--- src/rtl/clk_div_pkg.sv ---
// ============================================================================
// Module      : clk_div_pkg
// Description : Shared types and constants for the programmable clock divider.
// Revision    : 1.0 - initial release
// ============================================================================
`default_nettype none

package clk_div_pkg;

    typedef enum logic [1:0] {
        IDLE     = 2'd0,
        RUN      = 2'd1,
        STOPPING = 2'd2
    } div_state_t;

    // Smallest legal half-period; a requested 0 is raised to this.
    localparam int CLK_DIV_MIN_HALF = 1;

endpackage

`default_nettype wire

--- src/rtl/half_period_counter.sv ---
// ============================================================================
// Module      : half_period_counter
// Description : Counts clk_in cycles within one clk_out half-period and flags
//               the last cycle of it.
// Revision    : 1.0 - initial release
// ============================================================================
`default_nettype none

module half_period_counter
    import clk_div_pkg::*;
#(
    parameter int CNT_W = 16
) (
    input  logic             clk_in,
    input  logic             rst,
    input  logic             run,
    input  logic             restart,
    input  logic [CNT_W-1:0] active_half,
    output logic             terminal
);

    logic [CNT_W-1:0] r_count;

    // active_half is never 0, so the subtraction cannot wrap.
    assign terminal = run && (r_count == (active_half - CNT_W'(1)));

    always_ff @(posedge clk_in or posedge rst) begin
        if (rst) begin
            r_count <= '0;
        end else if (!run || restart || terminal) begin
            r_count <= '0;
        end else begin
            r_count <= r_count + CNT_W'(1);
        end
    end

endmodule

`default_nettype wire

--- src/rtl/prog_clk_div.sv ---
// ============================================================================
// Module      : prog_clk_div
// Description : Runtime-programmable clock divider with glitch-free ratio
//               changes and clean start/stop (clk_out always parks low).
// Revision    : 1.0 - initial release
// ============================================================================
`default_nettype none

module prog_clk_div
    import clk_div_pkg::*;
#(
    parameter int CNT_W      = 16,
    parameter int RESET_HALF = 1
) (
    input  logic             clk_in,
    input  logic             rst,
    input  logic             en,
    input  logic             cfg_valid,
    output logic             cfg_ready,
    input  logic [CNT_W-1:0] cfg_half,
    output logic             clk_out,
    output logic             tick,
    output logic             running,
    output logic [CNT_W-1:0] active_half
);

    div_state_t       r_state;
    logic             r_clk_out;
    logic             r_tick;
    logic             r_running;
    logic [CNT_W-1:0] r_active_half;
    logic             r_pend_valid;
    logic [CNT_W-1:0] r_pend_half;

    logic             w_run;
    logic             w_terminal;
    logic             w_capture;
    logic             w_apply;
    logic             w_level_next;
    logic [CNT_W-1:0] w_cfg_clamped;

    assign w_run         = (r_state != IDLE);
    assign w_capture     = cfg_valid && !r_pend_valid;
    // While running, a new ratio only lands on a toggle so no half-period is cut short.
    assign w_apply       = r_pend_valid && ((r_state == IDLE) || w_terminal);
    assign w_level_next  = r_clk_out ^ w_terminal;
    assign w_cfg_clamped = (cfg_half == '0) ? CNT_W'(CLK_DIV_MIN_HALF) : cfg_half;

    half_period_counter #(
        .CNT_W (CNT_W)
    ) u_half_period_counter (
        .clk_in      (clk_in),
        .rst         (rst),
        .run         (w_run),
        .restart     (w_apply),
        .active_half (r_active_half),
        .terminal    (w_terminal)
    );

    always_ff @(posedge clk_in or posedge rst) begin
        if (rst) begin
            r_state       <= IDLE;
            r_clk_out     <= 1'b0;
            r_tick        <= 1'b0;
            r_running     <= 1'b0;
            r_active_half <= CNT_W'(RESET_HALF);
            r_pend_valid  <= 1'b0;
            r_pend_half   <= '0;
        end else begin
            r_tick <= w_terminal;

            if (w_capture) begin
                r_pend_valid <= 1'b1;
                r_pend_half  <= w_cfg_clamped;
            end else if (w_apply) begin
                r_pend_valid  <= 1'b0;
                r_active_half <= r_pend_half;
            end

            if (w_terminal) begin
                r_clk_out <= ~r_clk_out;
            end

            // The stop decision looks at the level after any same-cycle toggle.
            case (r_state)
                IDLE: begin
                    if (en) begin
                        r_state   <= RUN;
                        r_running <= 1'b1;
                    end
                end
                RUN: begin
                    if (!en) begin
                        if (w_level_next) begin
                            r_state <= STOPPING;
                        end else begin
                            r_state   <= IDLE;
                            r_running <= 1'b0;
                        end
                    end
                end
                STOPPING: begin
                    if (en) begin
                        r_state <= RUN;
                    end else if (w_terminal) begin
                        r_state   <= IDLE;
                        r_running <= 1'b0;
                    end
                end
                default: begin
                    r_state   <= IDLE;
                    r_running <= 1'b0;
                end
            endcase
        end
    end

    assign cfg_ready   = ~r_pend_valid;
    assign clk_out     = r_clk_out;
    assign tick        = r_tick;
    assign running     = r_running;
    assign active_half = r_active_half;

endmodule

`default_nettype wire

--- config.mk ---
export PLATFORM = sky130hd
export DESIGN_NAME = prog_clk_div
export DESIGN_NICKNAME = d
export VERILOG_FILES = /design/src/rtl/clk_div_pkg.sv /design/src/rtl/half_period_counter.sv /design/src/rtl/prog_clk_div.sv
export SDC_FILE = /design/constraint.sdc
export NUM_CORES = 1
export LEC_CHECK = 0
export BUFFER_PORTS_ARGS = -buffer_cell sky130_fd_sc_hd__buf_2
export CAP_MARGIN = 15
export CORE_MARGIN = 1
export CORE_UTILIZATION = 48
export CTS_BUF_LIST = sky130_fd_sc_hd__clkbuf_4 sky130_fd_sc_hd__clkbuf_8 sky130_fd_sc_hd__clkbuf_16
export DETAILED_ROUTE_END_ITERATION = 16
export PLACE_DENSITY = 0.68
export SLEW_MARGIN = 20
export SYNTH_ARGS = -nofsm -noshare
export SYNTH_HDL_FRONTEND = slang
export SYNTH_HIERARCHICAL = 1
export SYNTH_SLANG_ARGS = --single-unit
--- constraint.sdc ---
create_clock -name clk_in -period 4.5 [get_ports clk_in]
set_clock_uncertainty 0.15 [all_clocks]
set_input_delay 1.125 -clock clk_in [delete_from_list [all_inputs] [get_ports clk_in]]
set_output_delay 1.125 -clock clk_in [all_outputs]
set_load 0.005 [all_outputs]
==> summary.txt, run 1 <==
CTS
  – CTS tree: done
  – CTS buffer count: 5
  – Clock slew at reported path FFs: 90 ps
  – Max clock buf depth: 2
  – Clock Sinks: 54
  – H-tree lvl count: 2
  – Worst skew pair latency: 300 ps
  – Root buffer cell: clkbuf_8
  – # hold bufs at CTS: 0
  – CTS resizes: 0
  – Post-CTS Setup Inserts: 0

Pwr
  – Pleak: 0.00156 uW
  – Pwr Density: 491 nW/um^2
  – Tot Pwr: 1700 uW
  – Worst IR drop on VDD: 0.272 mV

Yosys
  – Yosys top cell area share: 0.424
  – FF+latch count, synth: 54
  – Cell type with the highest aggregate area in the netlist: dfrtp_1
  – Library cells used by synthesis: 58
  – Post-synth ARST share: 1.00
  – Gate Count Post-Synth: 296
  – Prevailing post-synth register cell: dfrtp_1
  – Seq/Total Area, Yosys: 0.432
  – Syn Area/Cell: 10.6 sq um
  – Synth warn: 6
  – Syn Nets: 318
  – Post-Syn Area: 3130 sq um
  – Top cells by area, synth: dfrtp_1 (42%), mux2_2 (8.3%), xnor2_1 (5.6%)
  – Post-synth EDFFs: 0

Timing
  – Fin crit share: 0.785
  – Final Hold Fails: 0
  – Fmax: 0.283 GHz
  – Max Slew Vio Count: 0
  – Relative slew margins: 0.446
  – TNS Setup: 0 ps
  – Final Critical Period: 3530 ps
  – Slew @ Worst Pin: 825 ps
  – Worst hold slack: 356 ps
  – Final setup viols: 0
  – RSZ-0062 raised after global routing: no

GRT
  – First-pass GRT wire length: 11.1 mm
  – Vias in the first global route: 2215
  – Maximum number of pins on one net before global-route repair: 39
  – Initial antenna violation count: 0
  – Overall routing resource usage: 0.219
  – Grt ovf: 0

Critical path
  – Crit Path Class: reg -> reg
  – Critical Path Sink Type: register
  – CP Max Fanout: 18
  – CP Launch Type: register
  – WP data required: 4560 ps
  – Data arrival, critical path: 3600 ps

Finish
  – Layout Utilization: 0.550
  – Final Non-Filler Cells: 411
  – Nets@finish: 355
  – Antenna cells: 0
  – Area growth, synth to finish: 11.0%
  – Share of layout cells above drive strength 1: 0.281

Routing
  – DRC: 0
  – Routed Antenna Nets: 0
  – Vias: 2342
  – DR vias/cell: 5.70
  – Number of DRC markers in iteration 0: 173
  – Drt first pass iters: 4
  – Avg WL per Cell: 16.2 um
  – WL final: 6.67 mm

Floorplan
  – Top-Level Pins: 40
  – Die Footprint: 6840 sq um
  – Row cnt: 29
  – Initial Utilization: 0.495
  – Die Width: 82.7 um
  – Die height: 82.7 um
  – Core Area: 6310 sq um

Job
  – Max_cap viols: 0

Worst hold path
  – Worst hold-check path type: reg -> reg

Outcome
  – Status: complete, no violations

Placed design
  – Placed cells: 403
  – Post-DP HPWL: 5.18 mm
  – Placer Congestion: 0.890
  – I/O Buffers: 39
==> final cells by class <==
type | count | area (sq um)
Tap cell | 77 | 96.3
Clock inverter | 2 | 37.5
Inverter | 14 | 52.6
Clock buffer | 6 | 76.3
Sequential cell | 54 | 1350
Timing Repair Buffer | 43 | 225
Multi-Input combinational cell | 215 | 1630
Fill cell | 591 | 2840
==> kinds of logic (layout without fill, tap and decap cells) <==
logic type | after synthesis | after routing | share of synthesized area
AO/OA/AOI/OAI | 33 | 33 | 0.0876
XOR/XNOR | 31 | 31 | 0.0868
adder cells (fa/ha/maj) | 2 | 2 | 0.00800
buffers and inverters | 27 | 65 | 0.0464
flip-flops | 54 | 54 | 0.432
multiplexers | 31 | 31 | 0.121
AND/OR/NAND/NOR | 118 | 118 | 0.218
==> state kept, by name (all words and copies together), names as in the netlist <==
| name | count |
|---|---|
| r_pend_valid | 1 |
| u_half_period_counter/r_count | 16 |
| active_half | 16 |
| r_pend_half | 16 |
| running | 1 |
| tick | 1 |
| clk_out | 1 |
| r_state | 2 |
==> Yosys cell counts (2+ instances only) <==
cell	number
a21oi_1	4
a31oi_1	3
and2_1	3
and4_1	2
buf_2	2
buf_6	4
clkbuf_1	6
dfrtp_1	53
ha_1	2
inv_1	14
mux2_2	23
mux2_4	8
nand2_1	25
nand2b_1	3
nand3_1	7
nand4_1	9
nand4b_1	4
nor2_1	29
nor2b_1	5
nor3_1	5
nor3b_1	4
nor4_1	5
nor4_4	2
o211ai_1	3
o21a_1	2
o311ai_0	4
o31ai_1	2
o32a_1	2
or2_2	2
or3_1	2
xnor2_1	20
xor2_1	11
==> metrics by stage <==
stage	worst slack (ps)	area [sq um]
floorplan	628	3130
CTS	948	3470
global placement	1030	3360
finish	968	3470
detailed placement	973	3360
global route	631	3470
==> per-layer routing <==
layer  part of all wire  vias up  routed length (um)  global-route usage
met5                  0        -                   0                   0
met4              0.010        0                  68              0.0569
met3              0.054        6                 359              0.0407
met2               0.48       65                3220               0.358
met1               0.45     1148                3020               0.297
li1                   -     1123                   -                   -
==> critical path: stages, from the launching register on <==
cell      delay, ps
dfrtp_1         430
inv_1            70
ha_1            300
or4b_4          540
o22ai_1         140
a311oi_1        120
a41oi_2         270
nor4_1           80
buf_4           160
o21ai_4         560
inv_1            90
nor2b_1         120
buf_4           210
nor3b_1         190
==> final timing paths <==
kind	to	start	cells past startpoint	slack (ps)
max in group asynchronous	u_half_period_counter/r_count[0]	rst	2	3070
min reg2reg	u_half_period_counter/r_count[0]	u_half_period_counter/r_count[0]	1	360
min	u_half_period_counter/r_count[0]	u_half_period_counter/r_count[0]	1	360
max reg2reg	u_half_period_counter/r_count[0]	active_half[1]	13	970
max	u_half_period_counter/r_count[0]	active_half[1]	13	970
min in group asynchronous	u_half_period_counter/r_count[4]	rst	2	740
==> placed cells by master (no fill, tap or decap), drive strengths merged, types with 2 or more instances in the layout <==
cell,count
a21oi,4
a31oi,3
and2,3
and4,2
buf,43
clkbuf,6
dfrtp,53
ha,2
inv,14
mux2,31
nand2,25
nand2b,3
nand3,7
nand4,9
nand4b,4
nor2,31
nor2b,5
nor3,5
nor3b,4
nor4,7
o211ai,4
o21a,2
o21ai,2
o311ai,4
o31ai,2
o32a,2
or2,2
or3,2
or4,2
or4b,2
xnor2,20
xor2,11
==> where the power goes <==
group	internal, uW	switching (uW)	leakage, uW	total (uW)
clock network	172	150	0.0000548	322
registers	595	190	0.000671	786
logic	312	285	0.000838	597
total	1080	625	0.00156	1700
Note: power is estimated with default switching activity, not from simulation.
==> run 2: changes to the inputs <==
clock period = 3.5 ns   (was 4.5 ns; I/O delays follow)
==> run 2 against run 1 <==
  * Global-route usage rose by 1.3 points
  * Clock-buffer cell count fell by 1
  * Fmax rose by 2.4%
  * Sequential cell count did not move
  * Total power rose by 36%
  * Die area did not move
  * Sequential power rose by 16%
  * Utilization rose by 2.1 points
  * Combinational power rose by 64%
  * Clock power rose by 33%
  * First-iteration DRC count fell by 26%
==> summary.txt, run 2 (synthesized netlist as in run 1, its figures left out) <==
Outcome
  – Status: complete, no violations

Worst hold path
  – Hold Path Origin: u_half_period_counter/r_count[0]
  – Worst hold-check path type: reg -> reg
  – Min-Delay Path Depth: 1 (unchanged)

Routing
  – Routed Antenna Nets: 0 (unchanged)
  – WL final: 7.10 mm (+6.5%)
  – DR WL met3: 355 um (-1.1%)
  – Drt first pass iters: 5 (+1)
  – Vias: 2394 (+2.2%)
  – Met2 WL: 3.32 mm (+3.1%)
  – DRC: 0 (unchanged)
  – Number of DRC markers in iteration 0: 128 (-26%)
  – DR vias/cell: 5.63 (-1.1%)
  – DR top layer: met4
  – Met1 WL: 3.27 mm (+8.4%)
  – Avg WL per Cell: 16.7 um (+3.0%)

CTS
  – Worst skew pair latency: 310 ps (about the same)
  – CTS buffer count: 5 (unchanged)
  – Clock slew at reported path FFs: 100 ps (about the same)
  – Post-CTS Setup Inserts: 0 (unchanged)
  – CTS tree: done
  – Clock Sinks: 54 (unchanged)
  – H-tree lvl count: 2 (unchanged)
  – Max clock buf depth: 2 (unchanged)
  – Root buffer cell: clkbuf_8

Finish
  – Most frequent cells in the layout: dfrtp_1 (53), buf_2 (39), nor2_1 (29)
  – Share of layout cells above drive strength 1: 0.319 (+0.0375)
  – Nets@finish: 369 (+3.9%)
  – Final Non-Filler Cells: 425 (+3.4%)
  – Layout Utilization: 0.571 (+0.0208)
  – Antenna cells: 0 (unchanged)
  – Area growth, synth to finish: 15.2%
  – Most common cell after layout, fill and taps aside: dfrtp_1

Timing
  – Relative slew margins: 0.552 (+0.106)
  – Worst hold slack: 358 ps (+2.05 ps)
  – Final Hold Fails: 0 (unchanged)
  – Max Slew Vio Count: 0 (unchanged)
  – Fmax: 0.290 GHz (+2.4%)
  – Final setup viols: 0 (unchanged)
  – Fin crit share: 0.985 (+0.200)
  – Slew @ Worst Pin: 664 ps (-161 ps)
  – Final Critical Period: 3450 ps (-83.7 ps)
  – RSZ-0062 raised after global routing: yes

Critical path
  – Crit path launch: active_half[1]
  – CP Max Fanout: 7 (-11)
  – Critical Path Sink Type: register
  – WP data required: 3560 ps (-1000 ps)
  – CP Launch Type: register
  – Cell count of the worst reg-to-reg path: 12 (-1)
  – Data arrival, critical path: 3510 ps (-90 ps)
  – Reg2Reg Launch Point: active_half[1]
  – Crit Path Class: reg -> reg

Placed design
  – I/O Buffers: 39 (unchanged)
  – Post-DP HPWL: 5.40 mm (+4.3%)
  – Placed cells: 417 (+3.5%)
  – Placer Congestion: 0.949 (+6.6%)

Floorplan
  – Initial Utilization: 0.495 (unchanged)
  – Die Width: 82.7 um (unchanged)
  – Die height: 82.7 um (unchanged)
  – Row cnt: 29 (unchanged)
  – Top-Level Pins: 40 (unchanged)
  – Die Footprint: 6840 sq um (unchanged)
  – Core Area: 6310 sq um (unchanged)

Pwr
  – Pleak: 0.00164 uW (+5.0%)
  – NetSw: 861 uW (+38%)
  – Comb pwr share: 0.422 (+0.072)
  – Sw Ratio: 0.370 (+0.00335)
  – Clock share of power: 0.185 (-0.004)
  – Pwr Density: 645 nW/um^2 (+31%)
  – Seq pwr share: 0.393 (-0.068)
  – Int Power: 1460 uW (+36%)
  – Worst IR drop on VDD: 0.330 mV (+21%)
  – Tot Pwr: 2320 uW (+36%)

GRT
  – Grt ovf: 0 (unchanged)
  – First-pass GRT wire length: 11.5 mm (+4.0%)
  – Maximum number of pins on one net before global-route repair: 39 (unchanged)
  – Initial antenna violation count: 0 (unchanged)
  – Vias in the first global route: 2239 (+1.1%)
  – Overall routing resource usage: 0.232 (+0.0131)

Job
  – Max_cap viols: 0 (unchanged)
## run 2: what timing repair did
action / CTS / global route
endpoints found under the setup margin: 1 / 34
endpoints found under the hold margin: 0 / 0
gates resized for setup: 1 / 2
pin swaps: 1 / 0
hold buffers: 0 / 0
## run 2: worst max-delay path, stage by stage (launching register included)
cell and delay, ps:
dfrtp_1 430, inv_1 70, ha_1 240, or4b_4 530, nor4b_2 250, o32a_1 210, nor2_1 50, nand4b_1 240
nor4_4 390, buf_4 200, xor2_1 220, o211ai_1 110, a221oi_1 260
## run 2: metal layers
| metal | global-route usage | vias up |
|---|---|---|
| met3 | 0.0341 | 12 |
| li1 | - | 1164 |
| met1 | 0.324 | 1136 |
| met2 | 0.362 | 82 |
| met5 | 0 | - |
| met4 | 0.0862 | 0 |
## run 2: path summary, 6_finish.rpt
kind                                                    end  slack, ps
max                                                 running         50
min                        u_half_period_counter/r_count[0]        360
max reg2reg                                         running         50
min reg2reg                u_half_period_counter/r_count[0]        360
max in group asynchronous  u_half_period_counter/r_count[9]       2310
min in group asynchronous  u_half_period_counter/r_count[0]        490
## run 2: stage by stage
| step | setup TNS, ps | worst slack, ps | instance area (sq um) |
|---|---|---|---|
| 2_1_floorplan | 0 | 5.45 | 3140 |
| 3_5_place_dp | -44.8 | -44.8 | 3480 |
| 4_1_cts | 0 | 34.8 | 3600 |
| 6_report | 0 | 51.7 | 3600 |
| 3_3_place_gp | -13.5 | -13.5 | 3480 |
| 5_1_grt | -202 | -202 | 3600 |
## run 2: power by group through the flow
stage | Combinational [uW] | Clock [uW] | Sequential (uW)
final | 981 | 429 | 913
after floorplan | 632 | 0 | 922
after global placement | 971 | 0 | 919
after CTS | 982 | 444 | 914
after global routing | 1070 | 469 | 934
after detailed placement | 974 | 0 | 926
## run 2: area by class of cell
type,count,area [sq um]
fillers,573,2710
clock inverters,3,47.5
multi-input cells,215,1650
inverters,14,52.6
repair buffers,57,330
well taps,77,96.3
clock buffers,5,68.8
flip-flops and latches,54,1350
